File: config.mk
export PLATFORM = sky130hd
export DESIGN_NAME = ex_stage_flat
export DESIGN_NICKNAME = d
export VERILOG_FILES = /design/src/rtl/ex_stage_pkg.sv /design/src/rtl/ex_stage_if.sv /design/src/rtl/ex_stage_div_iter.sv /design/src/rtl/ex_stage.sv /design/src/flat_wrapper.sv
export SDC_FILE = /design/constraint.sdc
export NUM_CORES = 1
export LEC_CHECK = 0
export ABC_AREA = 0
export BUFFER_PORTS_ARGS = -buffer_cell sky130_fd_sc_hd__buf_4
export CORE_ASPECT_RATIO = 0.8
export CORE_UTILIZATION = 26
export DETAILED_ROUTE_END_ITERATION = 10
export PLACE_DENSITY = 0.43
export SLEW_MARGIN = 40
export SYNTH_ARGS = -nofsm -noshare
export SYNTH_HDL_FRONTEND = slang
export SYNTH_SLANG_ARGS = --single-unit
File: constraint.sdc
create_clock -name clk -period 7.33 [get_ports clk]
set_clock_uncertainty 0.15 [all_clocks]
set_input_delay 1.466 -clock clk [delete_from_list [all_inputs] [get_ports clk]]
set_output_delay 1.466 -clock clk [all_outputs]
set_load 0.005 [all_outputs]
File: src/rtl/ex_stage_pkg.sv
// Shared execute-stage definitions: bus widths, ALU op/class codes,
// divider FSM state encodings.
package ex_stage_pkg;

  localparam int DATA_W   = 32;
  localparam int ADDR_W   = 5;
  localparam int ALUOP_W  = 8;
  localparam int ALUSEL_W = 3;

  localparam logic [ALUSEL_W-1:0] EXE_RES_NOP   = 3'b000;
  localparam logic [ALUSEL_W-1:0] EXE_RES_LOGIC = 3'b001;
  localparam logic [ALUSEL_W-1:0] EXE_RES_SHIFT = 3'b010;
  localparam logic [ALUSEL_W-1:0] EXE_RES_ARITH = 3'b100;
  localparam logic [ALUSEL_W-1:0] EXE_RES_DIV   = 3'b101;

  localparam logic [ALUOP_W-1:0] EXE_AND_OP  = 8'b0010_0100;
  localparam logic [ALUOP_W-1:0] EXE_OR_OP   = 8'b0010_0101;
  localparam logic [ALUOP_W-1:0] EXE_XOR_OP  = 8'b0010_0110;
  localparam logic [ALUOP_W-1:0] EXE_NOR_OP  = 8'b0010_0111;
  localparam logic [ALUOP_W-1:0] EXE_SLL_OP  = 8'b0111_1100;
  localparam logic [ALUOP_W-1:0] EXE_SRL_OP  = 8'b0000_0010;
  localparam logic [ALUOP_W-1:0] EXE_SRA_OP  = 8'b0000_0011;
  localparam logic [ALUOP_W-1:0] EXE_ADD_OP  = 8'b0010_0000;
  localparam logic [ALUOP_W-1:0] EXE_ADDU_OP = 8'b0010_0001;
  localparam logic [ALUOP_W-1:0] EXE_SUB_OP  = 8'b0010_0010;
  localparam logic [ALUOP_W-1:0] EXE_SUBU_OP = 8'b0010_0011;
  localparam logic [ALUOP_W-1:0] EXE_SLT_OP  = 8'b0010_1010;
  localparam logic [ALUOP_W-1:0] EXE_SLTU_OP = 8'b0010_1011;
  localparam logic [ALUOP_W-1:0] EXE_DIV_OP  = 8'b0001_1010;
  localparam logic [ALUOP_W-1:0] EXE_DIVU_OP = 8'b0001_1011;
  localparam logic [ALUOP_W-1:0] EXE_REM_OP  = 8'b1001_1010;
  localparam logic [ALUOP_W-1:0] EXE_REMU_OP = 8'b1001_1011;

  localparam logic [1:0] DIV_IDLE = 2'b00;
  localparam logic [1:0] DIV_ON   = 2'b01;
  localparam logic [1:0] DIV_ZERO = 2'b10;
  localparam logic [1:0] DIV_END  = 2'b11;

endpackage

File: src/rtl/ex_stage_if.sv
// Decode-to-execute bundle in, writeback bundle and stall request out.
interface ex_stage_if;
  import ex_stage_pkg::*;

  logic [ALUOP_W-1:0]  aluop_i;
  logic [ALUSEL_W-1:0] alusel_i;
  logic [DATA_W-1:0]   reg1_i;
  logic [DATA_W-1:0]   reg2_i;
  logic [ADDR_W-1:0]   wd_i;
  logic                wreg_i;
  logic                annul_i;
  logic [ADDR_W-1:0]   wd_o;
  logic                wreg_o;
  logic [DATA_W-1:0]   wdata_o;
  logic                ovf_o;
  logic                stallreq_o;

  modport master (
    output aluop_i, alusel_i, reg1_i, reg2_i,
    output wd_i, wreg_i, annul_i,
    input  wd_o, wreg_o, wdata_o, ovf_o, stallreq_o
  );

  modport slave (
    input  aluop_i, alusel_i, reg1_i, reg2_i,
    input  wd_i, wreg_i, annul_i,
    output wd_o, wreg_o, wdata_o, ovf_o, stallreq_o
  );
endinterface

File: src/rtl/ex_stage_div_iter.sv
// Iterative 32-step restoring divider; signed ops divide magnitudes and
// sign-correct the quotient/remainder on the way out.
module div_iter
  import ex_stage_pkg::*;
(
  input  logic              clk,
  input  logic              rst,
  input  logic              start_i,
  input  logic              annul_i,
  input  logic              signed_i,
  input  logic              rem_i,
  input  logic [DATA_W-1:0] a_i,
  input  logic [DATA_W-1:0] b_i,
  output logic              busy_o,
  output logic              result_valid_o,
  output logic              rem_sel_o,
  output logic [DATA_W-1:0] quotient_o,
  output logic [DATA_W-1:0] remainder_o
);

  logic [1:0]          state_q, state_d;
  logic [5:0]          cnt_q, cnt_d;
  logic [2*DATA_W-1:0] acc_q, acc_d;
  logic [DATA_W-1:0]   dvsr_q, dvsr_d;
  logic                negq_q, negq_d;
  logic                negr_q, negr_d;
  logic                rem_q, rem_d;

  logic [DATA_W-1:0] a_mag, b_mag;
  logic [DATA_W:0]   part, diff;

  always_comb begin
    a_mag = (signed_i && a_i[DATA_W-1]) ? -a_i : a_i;
    b_mag = (signed_i && b_i[DATA_W-1]) ? -b_i : b_i;
    // remainder < divisor, so one extra bit holds the shifted partial
    part  = {acc_q[2*DATA_W-1:DATA_W], acc_q[DATA_W-1]};
    diff  = part - {1'b0, dvsr_q};
  end

  always_comb begin
    state_d = state_q;
    cnt_d   = cnt_q;
    acc_d   = acc_q;
    dvsr_d  = dvsr_q;
    negq_d  = negq_q;
    negr_d  = negr_q;
    rem_d   = rem_q;
    case (state_q)
      DIV_IDLE: begin
        if (start_i) begin
          acc_d   = {{DATA_W{1'b0}}, a_mag};
          dvsr_d  = b_mag;
          negq_d  = signed_i & (a_i[DATA_W-1] ^ b_i[DATA_W-1])
                    & (b_i != '0);
          negr_d  = signed_i & a_i[DATA_W-1];
          rem_d   = rem_i;
          cnt_d   = '0;
          state_d = (b_i == '0) ? DIV_ZERO : DIV_ON;
        end
      end
      DIV_ON: begin
        if (!diff[DATA_W])
          acc_d = {diff[DATA_W-1:0], acc_q[DATA_W-2:0], 1'b1};
        else
          acc_d = {part[DATA_W-1:0], acc_q[DATA_W-2:0], 1'b0};
        cnt_d = cnt_q + 6'd1;
        if (cnt_q == 6'd31) state_d = DIV_END;
      end
      DIV_ZERO: begin
        acc_d   = {acc_q[DATA_W-1:0], {DATA_W{1'b1}}};
        state_d = DIV_END;
      end
      default: state_d = DIV_IDLE;
    endcase
    if (annul_i) begin
      state_d = DIV_IDLE;
      cnt_d   = '0;
    end
  end

  always_ff @(posedge clk) begin
    if (rst) begin
      state_q <= DIV_IDLE;
      cnt_q   <= '0;
      acc_q   <= '0;
      dvsr_q  <= '0;
      negq_q  <= 1'b0;
      negr_q  <= 1'b0;
      rem_q   <= 1'b0;
    end else begin
      state_q <= state_d;
      cnt_q   <= cnt_d;
      acc_q   <= acc_d;
      dvsr_q  <= dvsr_d;
      negq_q  <= negq_d;
      negr_q  <= negr_d;
      rem_q   <= rem_d;
    end
  end

  logic [DATA_W-1:0] q_raw, r_raw;

  always_comb begin
    q_raw          = acc_q[DATA_W-1:0];
    r_raw          = acc_q[2*DATA_W-1:DATA_W];
    quotient_o     = negq_q ? -q_raw : q_raw;
    remainder_o    = negr_q ? -r_raw : r_raw;
    busy_o         = (state_q == DIV_ON) || (state_q == DIV_ZERO);
    result_valid_o = (state_q == DIV_END);
    rem_sel_o      = rem_q;
  end

endmodule

File: src/rtl/ex_stage.sv
// Execute stage: single-cycle logic/shift/arith ALU plus an iterative
// divider that holds the pipe through stallreq_o.
module ex_stage
  import ex_stage_pkg::*;
(
  input  logic clk,
  input  logic rst,
  ex_stage_if.slave ex
);

  logic [DATA_W-1:0] a, b, sum, dif;
  logic [4:0]        sh;
  logic [DATA_W-1:0] alu_res;
  logic              add_ovf;
  logic              is_div, sgn, rem;

  logic              div_busy, div_valid, div_rem;
  logic [DATA_W-1:0] div_quo, div_rmd;

  always_comb begin
    a      = ex.reg1_i;
    b      = ex.reg2_i;
    sh     = ex.reg2_i[4:0];
    sum    = a + b;
    dif    = a - b;
    is_div = (ex.alusel_i == EXE_RES_DIV);
    sgn    = (ex.aluop_i == EXE_DIV_OP) || (ex.aluop_i == EXE_REM_OP);
    rem    = (ex.aluop_i == EXE_REM_OP) || (ex.aluop_i == EXE_REMU_OP);
  end

  div_iter u_div (
    .clk            (clk),
    .rst            (rst),
    .start_i        (is_div),
    .annul_i        (ex.annul_i),
    .signed_i       (sgn),
    .rem_i          (rem),
    .a_i            (a),
    .b_i            (b),
    .busy_o         (div_busy),
    .result_valid_o (div_valid),
    .rem_sel_o      (div_rem),
    .quotient_o     (div_quo),
    .remainder_o    (div_rmd)
  );

  always_comb begin
    alu_res = '0;
    add_ovf = 1'b0;
    unique case (1'b1)
      (ex.alusel_i == EXE_RES_LOGIC): begin
        case (ex.aluop_i)
          EXE_AND_OP: alu_res = a & b;
          EXE_OR_OP:  alu_res = a | b;
          EXE_XOR_OP: alu_res = a ^ b;
          EXE_NOR_OP: alu_res = ~(a | b);
          default:    alu_res = '0;
        endcase
      end
      (ex.alusel_i == EXE_RES_SHIFT): begin
        case (ex.aluop_i)
          EXE_SLL_OP: alu_res = a << sh;
          EXE_SRL_OP: alu_res = a >> sh;
          EXE_SRA_OP: alu_res = $unsigned($signed(a) >>> sh);
          default:    alu_res = '0;
        endcase
      end
      (ex.alusel_i == EXE_RES_ARITH): begin
        case (ex.aluop_i)
          EXE_ADD_OP: begin
            alu_res = sum;
            add_ovf = (a[31] ~^ b[31]) & (sum[31] ^ a[31]);
          end
          EXE_ADDU_OP: alu_res = sum;
          EXE_SUB_OP: begin
            alu_res = dif;
            add_ovf = (a[31] ^ b[31]) & (dif[31] ^ a[31]);
          end
          EXE_SUBU_OP: alu_res = dif;
          EXE_SLT_OP:  alu_res = {31'b0, $signed(a) < $signed(b)};
          EXE_SLTU_OP: alu_res = {31'b0, a < b};
          default:     alu_res = '0;
        endcase
      end
      default: alu_res = '0;
    endcase
  end

  always_comb begin
    ex.wd_o       = ex.wd_i;
    ex.wreg_o     = ex.wreg_i;
    ex.wdata_o    = '0;
    ex.ovf_o      = 1'b0;
    ex.stallreq_o = 1'b0;
    // once the divider leaves IDLE it owns the outputs until DIV_END
    if (div_busy || div_valid || is_div) begin
      ex.wreg_o     = div_valid & ex.wreg_i;
      ex.wdata_o    = !div_valid ? '0 : (div_rem ? div_rmd : div_quo);
      ex.stallreq_o = ~div_valid;
    end else begin
      ex.wdata_o = alu_res;
      ex.ovf_o   = add_ovf;
      ex.wreg_o  = ex.wreg_i & ~add_ovf;
    end
    if (rst || ex.annul_i) begin
      ex.wd_o       = '0;
      ex.wreg_o     = 1'b0;
      ex.wdata_o    = '0;
      ex.ovf_o      = 1'b0;
      ex.stallreq_o = 1'b0;
    end
  end

endmodule

File: src/flat_wrapper.sv
// flat-port wrapper written by rule: the top's interface ports become plain ports
module ex_stage_flat import ex_stage_pkg::*;
  (clk, rst, ex_aluop_i, ex_alusel_i, ex_reg1_i, ex_reg2_i, ex_wd_i, ex_wreg_i, ex_annul_i, ex_wd_o, ex_wreg_o, ex_wdata_o, ex_ovf_o, ex_stallreq_o);
  ex_stage_if ex_i ();
  input  logic clk;
  input  logic rst;
  input wire logic [$bits(ex_i.aluop_i)-1:0] ex_aluop_i;
  input wire logic [$bits(ex_i.alusel_i)-1:0] ex_alusel_i;
  input wire logic [$bits(ex_i.reg1_i)-1:0] ex_reg1_i;
  input wire logic [$bits(ex_i.reg2_i)-1:0] ex_reg2_i;
  input wire logic [$bits(ex_i.wd_i)-1:0] ex_wd_i;
  input wire logic [$bits(ex_i.wreg_i)-1:0] ex_wreg_i;
  input wire logic [$bits(ex_i.annul_i)-1:0] ex_annul_i;
  output wire logic [$bits(ex_i.wd_o)-1:0] ex_wd_o;
  output wire logic [$bits(ex_i.wreg_o)-1:0] ex_wreg_o;
  output wire logic [$bits(ex_i.wdata_o)-1:0] ex_wdata_o;
  output wire logic [$bits(ex_i.ovf_o)-1:0] ex_ovf_o;
  output wire logic [$bits(ex_i.stallreq_o)-1:0] ex_stallreq_o;
  assign ex_i.aluop_i = ex_aluop_i;
  assign ex_i.alusel_i = ex_alusel_i;
  assign ex_i.reg1_i = ex_reg1_i;
  assign ex_i.reg2_i = ex_reg2_i;
  assign ex_i.wd_i = ex_wd_i;
  assign ex_i.wreg_i = ex_wreg_i;
  assign ex_i.annul_i = ex_annul_i;
  assign ex_wd_o = ex_i.wd_o;
  assign ex_wreg_o = ex_i.wreg_o;
  assign ex_wdata_o = ex_i.wdata_o;
  assign ex_ovf_o = ex_i.ovf_o;
  assign ex_stallreq_o = ex_i.stallreq_o;
  ex_stage u_core (.clk(clk), .rst(rst), .ex(ex_i));
endmodule
Word-level counts from Yosys, hierarchy flattened --
Index checks and enable logic that the tools add are counted.
Storage, ports and cells: output and inout bits 40, bits in registers 107, bits of input ports 84
Cells by class: order comparisons 2, reductions and logical operators 20, muxes and demuxes 30, bitwise operators 17, add/subtract/negate cells 8, eq/ne operators 26, shift operators 3
Operators with widths (count):
- $mux W32 | 8
- $pmux W32 S4 | 2
- $pmux W32 S3 | 2
- $pmux W64 S3 | 1
- $mux W64 | 2
- $neg A32 Y32 | 4
- $eq A8 B6 Y1 const B | 10
- $lt A32 B32 Y1 | 2
- $sub A33 B32 Y33 | 1
- $add A32 B32 Y32 | 1
- $and A32 B32 Y32 | 1
- $logic_not A32 Y1 | 1
- $not A32 Y32 | 1
- $or A32 B32 Y32 | 1
- $reduce_bool A32 Y1 | 1
- $shl A32 B5 Y32 | 1
- $shr A32 B5 Y32 | 1
- $sshr A32 B5 Y32 | 1
- $sub A32 B32 Y32 | 1
- $xor A32 B32 Y32 | 1
- $eq A8 B2 Y1 const B | 2
- $eq A8 B8 Y1 const B | 2
- $pmux W6 S2 | 1
- $eq A8 B5 Y1 const B | 1
- other kinds (27) | 57

Depth between registers and ports, before layout --
Gate-level depths: netlist of the first run.
word-level depth 9, depth in mapped cells 16, depth with buffers taken out 14

Cells and area by module --
A second synthesis of the first run with hierarchy kept.
Unflattened totals: cells, all modules 2782, area total of the unflattened synthesis 19653.8 um^2
By module, submodules not included:
- ex_stage | instances 1, seq. area each 0.0 um^2, cells an instance 1505, area an instance 10313.6 um^2
- div_iter | instances 1, seq. area each 2142.1 um^2, cells an instance 1277, area an instance 9340.2 um^2

Worst setup path before layout of the first run --
Ideal clock, no wire load.
path type in2out, start in ex_reg2_i[1], end out ex_wdata_o[25], required time 5.714 ns, arrival 4.922 ns, setup slack 0.792 ns, cell stages on the path 14, buffers on the path 3, cells stage by stage buf_2 -> buf_2 -> clkbuf_1 -> inv_1 -> ha_1 -> a21o_1 -> nand4_1 -> a2111oi_0 -> nor3_1 -> o41ai_1 -> nand3_1 -> o41ai_1 -> o21ai_1 -> a311oi_1
On the way: word-level cells in the longest chain between the ends 5, elaborated cells between the ends (all ways) 10, those cells by class add/sub (2); shift (3); mux (5)
Ends and longest elaborated chain:
- start: declaration | line flat_wrapper.sv:10 | input wire logic [$bits(ex_i.reg2_i)-1:0] ex_reg2_i;
- $sub A32 B32 Y32, or another cell as far along | line ex_stage.sv:25 | dif = a - b;
- $pmux W32 S4 or $pmux W32 S3 (tied branches) | line ex_stage.sv:69, ex_stage.sv:61
- $pmux W32 S3 (*) | line ex_stage.sv:50 | unique case (1'b1)
- $mux W32 (*) | line ex_stage.sv:96 | if (div_busy || div_valid || is_div) begin
- $mux W32 (*) | line ex_stage.sv:105 | if (rst || ex.annul_i) begin
- end: declaration | line flat_wrapper.sv:16 | output wire logic [$bits(ex_i.wdata_o)-1:0] ex_wdata_o;
Every way passes the cells marked *; elsewhere a longest branch is shown, timed or not.

Final worst setup path of the first run --
start in ex_reg2_i[1], end out ex_wdata_o[27]
The elaborated chain is that of the path after synthesis.

==> impl_summary.log, run 1 <==
INFO  metric layout-drive-gt1-share = 12.5%
INFO  metric most_frequent_standard_cell_in_the_layout_excluding_fill_and_tap_cells = sky130_fd_sc_hd__a21oi_1
INFO  metric critical_path_buf_inv_count = 4
INFO  metric place_area = 21200 um^2
INFO  metric via_per_inst = 5.97
INFO  metric worstHoldPathCells = 2
INFO  metric initial_utilization = 26.5%
INFO  metric clock_sink_count = 107
INFO  metric pin_count_of_the_biggest_net_entering_global_routing = 120
INFO  metric crit-reg2reg-launch = u_core.u_div.acc_q[31]
INFO  metric syn-mean-instance-area = around 7 um^2
INFO  metric syn-num-nets = ~3000
INFO  metric synthFlopType = sky130_fd_sc_hd__dfxtp_1
INFO  metric end_kind = output port
INFO  metric synth_enable_flop_cells = 0
INFO  metric layout_worst_path_cycle_share = 99.2%
INFO  metric worstPathArrival = 5.66 ns
INFO  metric pwr-share-comb = 52.1%
INFO  metric cp_data_required_time = 5.71 ns
INFO  metric ys_async_sr_fraction = 0%
INFO  metric power_switching_share = 46.5%
INFO  metric ctsHoldBuffers = 0
INFO  metric synth_seq_area_share = 11.1%
INFO  metric route.final.wire_length = slightly above 100 mm
INFO  metric cts_setup_buffers = 0
INFO  metric detailedPlacementHpwl = approximately 81 mm
INFO  metric cpLargestDelayFamily = compound AO/OA/AOI/OAI gates
INFO  metric dr.pass1.iters = 6
INFO  metric worst_setup_path_category = in -> out
INFO  metric drv_slew = 0
INFO  metric global_route_total_usage_across_every_layer = 26.3%
INFO  metric layout.cell_area.non_filler = 21600 um^2
INFO  metric use_met1 = 37.3%
INFO  metric die-height = between 200 and 250 um
INFO  metric setup_repair_after_global_routing_missed_its_margin = no
INFO  metric route.antenna.remaining_nets = 0
INFO  metric synth_cell_types = 89
INFO  metric syn2layout_area_growth = 11.9%
INFO  metric core_region_area = 72700 um^2
INFO  metric path_cells = buf_4 -> inv_1 -> ha_1 -> a21o_1 -> nand4_1 -> a211oi_1 -> o21ai_0 -> a2111oi_1 -> buf_4 -> nor2_1 -> o21ai_0 -> xnor2_1 -> a221oi_1 -> a211oi_1 -> buf_4
INFO  metric die-area = 75200 um^2
INFO  metric remaining_routing_drc_violations = 0
INFO  metric grt_most_used_layer = met1
INFO  metric critical-path-max-stage-delay = 0.58 ns
INFO  metric max_slew.worst_pin.slew = 0.978 ns
INFO  metric cts-buffers-inserted = 9
INFO  metric cts-root-buf = sky130_fd_sc_hd__clkbuf_16
INFO  metric total_via_count_after_detailed_routing = 22000
INFO  metric grt_pass1_wl = 146 mm
INFO  metric start_kind = input pin
INFO  metric synth-seq-cells = 107
INFO  metric leakage_power_figure = approximately 8 nW
INFO  metric gr-usage-met2 = 36.2%
INFO  metric mappedNetlistArea = just under 20000 um^2
INFO  metric worst_setup_path_startpoint = ex_reg2_i[1]
INFO  metric worstHoldPathType = reg -> reg
INFO  metric crit_cells = 15
INFO  metric cts_resized = 0
INFO  metric switching_power = 0.00111 W
INFO  metric clkSlewWorstSetupHoldPaths = 0.08 ns
INFO  metric ctsHtreeMaxLevel = 3
INFO  metric dr.first_iter.drc_count = approximately 2600
INFO  metric weighted_congestion_at_the_end_of_routability_driven_global_placement = approximately 1.0
INFO  metric tritoncts_clock_tree = built
INFO  metric max_slew_headroom_at_the_worst_pin = 34.8%
INFO  metric slowest_stage = sky130_fd_sc_hd__a2111oi_1
INFO  metric grt_pass1_vias = around 21000
INFO  metric nNetsFinal = 2972
INFO  metric peak_supply_drop = 0.0000845 V
INFO  metric critical_path.max_fanout = 18
INFO  metric power_report.internal_total = 0.00128 W
INFO  metric p_seq_share = a little over a quarter
INFO  metric run_status = finished clean
INFO  metric pin_count = approximately 120
INFO  metric cts.path.max_buffers = 2
INFO  metric gr-usage-met3 = under 10%
INFO  metric p_clk_share = 21.5%
INFO  metric finalPower = around 0.0024 W
INFO  metric number_of_antenna_violations_at_the_first_check_in_global_routing = 3
INFO  metric crit_path_frequent_cell = sky130_fd_sc_hd__buf_4
INFO  metric yosys_warnings = 0
INFO  metric power.density_cell_area = 111 nW/um^2
INFO  metric fin_crit = just over 7 ns
INFO  metric placement_rows = about 90
INFO  metric wl_per_cell = about 28 um
INFO  metric number_of_cells_produced_by_synthesis = between 2000 and 3000
INFO  metric startpoint_of_the_tightest_hold_check_path = u_core.u_div.dvsr_q[31]
INFO  metric setup_viol = 0
INFO  metric gr-total-overflow = 0
INFO  metric fillCellCount = 8107
INFO  metric number_of_hold_slack_violations_in_the_final_timing_report = 0
INFO  metric final.setup.tns = 0 ns
INFO  metric io_buffer_count = 123
INFO  metric final_cell_mix = 306 x sky130_fd_sc_hd__a21oi_1, 279 x sky130_fd_sc_hd__nor2_1, 232 x sky130_fd_sc_hd__nand2_1, 204 x sky130_fd_sc_hd__buf_4, 168 x sky130_fd_sc_hd__o21ai_0
INFO  metric cap_viol_max_count = 0
INFO  metric die-width = 306 um
INFO  metric clock_insertion_delay_worst_skew = 0.38 ns
INFO  metric maxClockFrequency = 138 MHz
INFO  metric r2r_cells = 14
## worst min-delay path: stages (launching register included)
cell and delay (ns):
sky130_fd_sc_hd__dfxtp_1 0.32, sky130_fd_sc_hd__nand2_1 0.05, sky130_fd_sc_hd__a21oi_1 0.05
## worst paths after layout
check	end	slack, ns
hold / removal	u_core.u_div.dvsr_q[31]	0.31
setup reg to reg	u_core.u_div.acc_q[0]	2.27
setup / recovery	ex_wdata_o[27]	0.06
hold reg to reg	u_core.u_div.dvsr_q[31]	0.31
## cell type report
| type | instances | area [um^2] | area share [%] |
|---|---|---|---|
| flip-flops and latches | 107 | 2140 | 9.95 |
| clock buffers | 9 | 225 | 1.05 |
| well taps | 945 | 1180 | 5.49 |
| inverters | 147 | 552 | 2.56 |
| clock inverters | 7 | 81.3 | 0.377 |
| multi-input cells | 2270 | 15800 | 73.2 |
| diodes | 3 | 7.51 | 0.0348 |
| repair buffers | 207 | 1580 | 7.32 |
## flip-flops by register name (all words and copies together) (netlist names)
| name | cells |
|---|---|
| u_core.u_div.cnt_q | 6 |
| u_core.u_div.acc_q | 64 |
| u_core.u_div.rem_sel_o | 1 |
| u_core.u_div.state_q | 2 |
| u_core.u_div.dvsr_q | 32 |
| u_core.u_div.negq_q | 1 |
| u_core.u_div.negr_q | 1 |
## synthesized netlist by cell type (7+ instances only)
cell	count	area, um^2
sky130_fd_sc_hd__xor2_1	47	412
sky130_fd_sc_hd__o21ai_0	168	841
sky130_fd_sc_hd__a31oi_1	28	175
sky130_fd_sc_hd__o211ai_1	52	390
sky130_fd_sc_hd__o22ai_1	55	344
sky130_fd_sc_hd__nand3_1	53	265
sky130_fd_sc_hd__inv_1	144	541
sky130_fd_sc_hd__a211oi_1	67	503
sky130_fd_sc_hd__and2_1	17	106
sky130_fd_sc_hd__dfxtp_1	107	2140
sky130_fd_sc_hd__nand4_1	23	144
sky130_fd_sc_hd__o31ai_1	38	285
sky130_fd_sc_hd__o21ai_1	21	105
sky130_fd_sc_hd__xnor2_1	151	1320
sky130_fd_sc_hd__buf_2	19	95.1
sky130_fd_sc_hd__mux4_2	54	1220
sky130_fd_sc_hd__o21bai_1	22	165
sky130_fd_sc_hd__o221ai_1	8	70.1
sky130_fd_sc_hd__o311ai_0	7	61.3
sky130_fd_sc_hd__a21oi_1	307	1540
sky130_fd_sc_hd__nand2_1	236	886
sky130_fd_sc_hd__and3_1	35	219
sky130_fd_sc_hd__nand2b_1	17	106
sky130_fd_sc_hd__or3_1	24	150
sky130_fd_sc_hd__mux2i_1	94	941
sky130_fd_sc_hd__nor3_1	44	220
sky130_fd_sc_hd__o21a_1	11	82.6
sky130_fd_sc_hd__a2111oi_0	15	131
sky130_fd_sc_hd__nor2_1	279	1050
sky130_fd_sc_hd__or4_1	13	97.6
sky130_fd_sc_hd__a311oi_1	16	140
sky130_fd_sc_hd__a21o_1	33	248
sky130_fd_sc_hd__mux2_2	10	113
sky130_fd_sc_hd__clkbuf_1	181	679
sky130_fd_sc_hd__o41ai_1	16	140
sky130_fd_sc_hd__a221oi_1	17	149
sky130_fd_sc_hd__nor4_1	21	131
sky130_fd_sc_hd__buf_1	24	90.1
sky130_fd_sc_hd__ha_1	143	1790
sky130_fd_sc_hd__nor2b_1	17	106
sky130_fd_sc_hd__a211o_1	9	78.8
## cells by family (layout without fill, tap and decap cells)
| logic type | after synthesis | after routing | synth area share [%] |
|---|---|---|---|
| AO/OA/AOI/OAI | 953 | 953 | 31.3 |
| XOR/XNOR | 198 | 198 | 9.00 |
| adder cells (fa/ha/maj) | 146 | 146 | 9.60 |
| buffers and inverters | 374 | 370 | 7.49 |
| flip-flops | 107 | 107 | 11.1 |
| multiplexers | 158 | 158 | 11.8 |
| other | 0 | 3 | 0 |
| AND/OR/NAND/NOR | 815 | 815 | 19.7 |
## routing by layer
metal	wire length, um	vias to the layer above
met2	39700	1079
li1	-	10000
met1	46500	10800
met5	99	-
met4	3820	2
met3	11800	136
## power groups by stage
stage | Combinational [W] | Sequential [W] | Clock, W
global placement | 0.00120 | 0.000642 | 0
floorplan | 0.000763 | 0.000629 | 0
finish | 0.00124 | 0.000629 | 0.000513
detailed placement | 0.00119 | 0.000642 | 0
global route | 0.00132 | 0.000632 | 0.000548
CTS | 0.00120 | 0.000628 | 0.000529
## through the flow
stage	instances	utilization, %	setup WS [ns]	hold WS [ns]
after floorplan	2751	-	0.792	0.282
after global placement	3675	29.1	0.0117	0.301
after detailed placement	3676	29.2	0.0889	0.305
after CTS	3692	29.6	0.0536	0.318
after global routing	3692	29.6	0.0221	0.330
final	3695	29.7	0.0575	0.315
No activity file was read; power rests on OpenSTA's default activity.
==> run 2, diff against run 1 <==
clock period = 7.45 ns   (was 7.33 ns; I/O delays follow)
==> run 2 against run 1 <==
  * Sequential cell count unchanged
  * Core utilization about the same
  * Cell count unchanged
  * Non-clock buffer count up 2
  * Design area about the same
  * Clock power down 2%
  * Register-to-register slack worse by 0.11 ns
  * Sequential power down 2%
  * Setup slack better by 0.28 ns
  * First-iteration DRC count up 2.0%
==> impl_summary.log, run 2 (synthesis results as in run 1) <==
INFO  metric run_status = finished clean
INFO  metric setup_viol = 0
INFO  metric crit_path_frequent_cell = sky130_fd_sc_hd__buf_4
INFO  metric switching_power = 0.00110 W
INFO  metric slowest_stage = sky130_fd_sc_hd__a2111o_1
INFO  metric most_frequent_standard_cell_in_the_layout_excluding_fill_and_tap_cells = sky130_fd_sc_hd__a21oi_1
INFO  metric critical_path_buf_inv_count = 5
INFO  metric route.antenna.remaining_nets = 0
INFO  metric pwr-share-comb = 52.4%
INFO  metric cts.path.max_buffers = 2
INFO  metric setup_repair_after_global_routing_missed_its_margin = no
INFO  metric power.density_cell_area = ~110 nW/um^2
INFO  metric layout.cell_area.non_filler = 21500 um^2
INFO  metric clock_sink_count = 107
INFO  metric core_region_area = 72700 um^2
INFO  metric io_buffer_count = 123
INFO  metric start_kind = input pin
INFO  metric number_of_antenna_violations_at_the_first_check_in_global_routing = 9
INFO  metric final_cell_mix = 305 x sky130_fd_sc_hd__a21oi_1, 279 x sky130_fd_sc_hd__nor2_1, 233 x sky130_fd_sc_hd__nand2_1, 207 x sky130_fd_sc_hd__buf_4, 168 x sky130_fd_sc_hd__o21ai_0
INFO  metric detailedPlacementHpwl = 82.7 mm
INFO  metric die-area = 75200 um^2
INFO  metric final.setup.tns = 0 ns
INFO  metric path_cells = buf_4 -> inv_1 -> ha_1 -> inv_1 -> fa_1 -> nand2b_1 -> a21oi_1 -> o21ai_1 -> nand3_1 -> a2111o_1 -> a311oi_2 -> o31ai_1 -> a31oi_1 -> buf_4 -> nand4_1 -> a211oi_1 -> buf_4
INFO  metric max_slew.worst_pin.slew = 0.959 ns
INFO  metric max_slew_headroom_at_the_worst_pin = 35.5%
INFO  metric ctsHtreeMaxLevel = 3
INFO  metric power_report.internal_total = 0.00126 W
INFO  metric flip_flop_count_of_the_largest_register_after_layout = 64
INFO  metric worst_setup_path_category = in -> out
INFO  metric cp_data_required_time = 5.81 ns
INFO  metric tritoncts_clock_tree = built
INFO  metric p_clk_share = 21.3%
INFO  metric clkSlewWorstSetupHoldPaths = 0.08 ns
INFO  metric maxClockFrequency = 141 MHz
INFO  metric dr.first_iter.drc_count = between 2000 and 3000
INFO  metric drv_slew = 0
INFO  metric clock_insertion_delay_worst_skew = approximately 0.38 ns
INFO  metric remaining_routing_drc_violations = 0
INFO  metric finalPower = 0.00235 W
INFO  metric layout-drive-gt1-share = 12.5%
INFO  metric route.final.wire_length = just over 100 mm
INFO  metric grt_pass1_wl = 149 mm
INFO  metric place_ws = 0.369 ns
INFO  metric p_seq_share = between 20% and 30%
INFO  metric total_via_count_after_detailed_routing = 22100
INFO  metric via_per_inst = around 6.0
INFO  metric pin_count = 124
INFO  metric cpLargestDelayFamily = compound AO/OA/AOI/OAI gates
INFO  metric weighted_congestion_at_the_end_of_routability_driven_global_placement = around 1
INFO  metric worstPathArrival = 5.48 ns
INFO  metric cts-buffers-inserted = 9
INFO  metric dr.pass1.iters = 7
INFO  metric die-width = 306 um
INFO  metric nNetsFinal = 2974
INFO  metric critical-path-max-stage-delay = 0.46 ns
INFO  metric layout_worst_path_cycle_share = between 90% and 100%
INFO  metric syn2layout_area_growth = 11.9%
INFO  metric regMostFlops = u_core.u_div.acc_q
INFO  metric fin_crit = a little over 7 ns
INFO  metric placement_rows = 88
INFO  metric biggestRegsByFlops = u_core.u_div.acc_q x64, u_core.u_div.dvsr_q x32, u_core.u_div.cnt_q x6
INFO  metric global_route_total_usage_across_every_layer = 26.8%
INFO  metric die-height = 245 um
INFO  metric grt_pass1_vias = 20800
INFO  metric power_switching_share = around 47%
INFO  metric cts-root-buf = sky130_fd_sc_hd__clkbuf_16
INFO  metric leakage_power_figure = 8.16 nW
INFO  metric number_of_hold_slack_violations_in_the_final_timing_report = 0
INFO  metric wl_per_cell = 28.1 um
INFO  metric critical_path.max_fanout = 9
INFO  metric place_area = 21200 um^2
INFO  metric pin_count_of_the_biggest_net_entering_global_routing = 111
INFO  metric worstHoldPathType = reg -> reg
INFO  metric gr-total-overflow = 0
INFO  metric initial_utilization = 26.5%
INFO  metric worst_slack = ~0.33 ns
INFO  metric fillCellCount = 8056
INFO  metric peak_supply_drop = 0.0000914 V
INFO  metric cap_viol_max_count = 0
INFO  metric end_kind = output port
## run 2: final timing paths
| kind | cells after the start | startpoint | end | slack (ns) |
|---|---|---|---|---|
| max | 17 | ex_reg1_i[0] | ex_wdata_o[0] | 0.33 |
| min | 2 | u_core.u_div.dvsr_q[31] | u_core.u_div.dvsr_q[31] | 0.32 |
| max reg2reg | 14 | u_core.u_div.acc_q[31] | u_core.u_div.acc_q[0] | 2.16 |
| min reg2reg | 2 | u_core.u_div.dvsr_q[31] | u_core.u_div.dvsr_q[31] | 0.32 |
## run 2: repair_timing
item / CTS / global route
endpoints found under the setup margin: 0 / 1
hold buffers: 0 / 0
gates resized for setup: 0 / 1
setup buffers: 0 / 0
## run 2: stage by stage
step	hold WS (ns)	instances	util (%)
2_1_floorplan	0.282	2751	-
3_3_place_gp	0.307	3678	29.2
3_5_place_dp	0.313	3678	29.2
4_1_cts	0.324	3694	29.6
5_1_grt	0.336	3694	29.6
6_report	0.319	3695	29.6
## run 2: metal layers
metal	share of wire [%]	vias up	track usage (%)	wire, um
li1	-	10000	-	-
met1	48	10900	39.6	49300
met2	41	1036	39.1	42700
met3	9.0	93	5.69	9370
met4	2.3	0	5.90	2380
met5	0	-	0	0
## run 2: power groups by stage
stage          Clock (W)  Combinational, W  Sequential, W
2_1_floorplan          0          0.000750       0.000619
3_3_place_gp           0           0.00119       0.000631
3_5_place_dp           0           0.00119       0.000631
4_1_cts         0.000516           0.00119       0.000618
5_1_grt         0.000538           0.00131       0.000621
6_report        0.000501           0.00123       0.000618
## run 2: cell type report
class	count	area, um^2	share of cell area [%]
diodes	1	2.50	0.0116
clock buffers	9	225	1.05
clock inverters	7	72.6	0.337
inverters	147	552	2.56
multi-input cells	2270	15800	73.2
flip-flops and latches	107	2140	9.95
well taps	945	1180	5.49
repair buffers	209	1590	7.40
## run 2: worst register-to-register path, stage by stage (launching register included)
cell                        delay, ns
sky130_fd_sc_hd__dfxtp_1         0.63
sky130_fd_sc_hd__inv_1           0.32
sky130_fd_sc_hd__ha_1            0.31
sky130_fd_sc_hd__inv_1           0.07
sky130_fd_sc_hd__fa_1            0.23
sky130_fd_sc_hd__a211oi_1        0.14
sky130_fd_sc_hd__or3_1           0.44
sky130_fd_sc_hd__a2111oi_0       0.74
sky130_fd_sc_hd__or3_1           0.33
sky130_fd_sc_hd__o31a_1          0.25
sky130_fd_sc_hd__mux2i_1         0.36
sky130_fd_sc_hd__nand2_2         0.07
sky130_fd_sc_hd__buf_4           0.31
sky130_fd_sc_hd__a21oi_1         0.63
sky130_fd_sc_hd__a2111oi_0       0.15
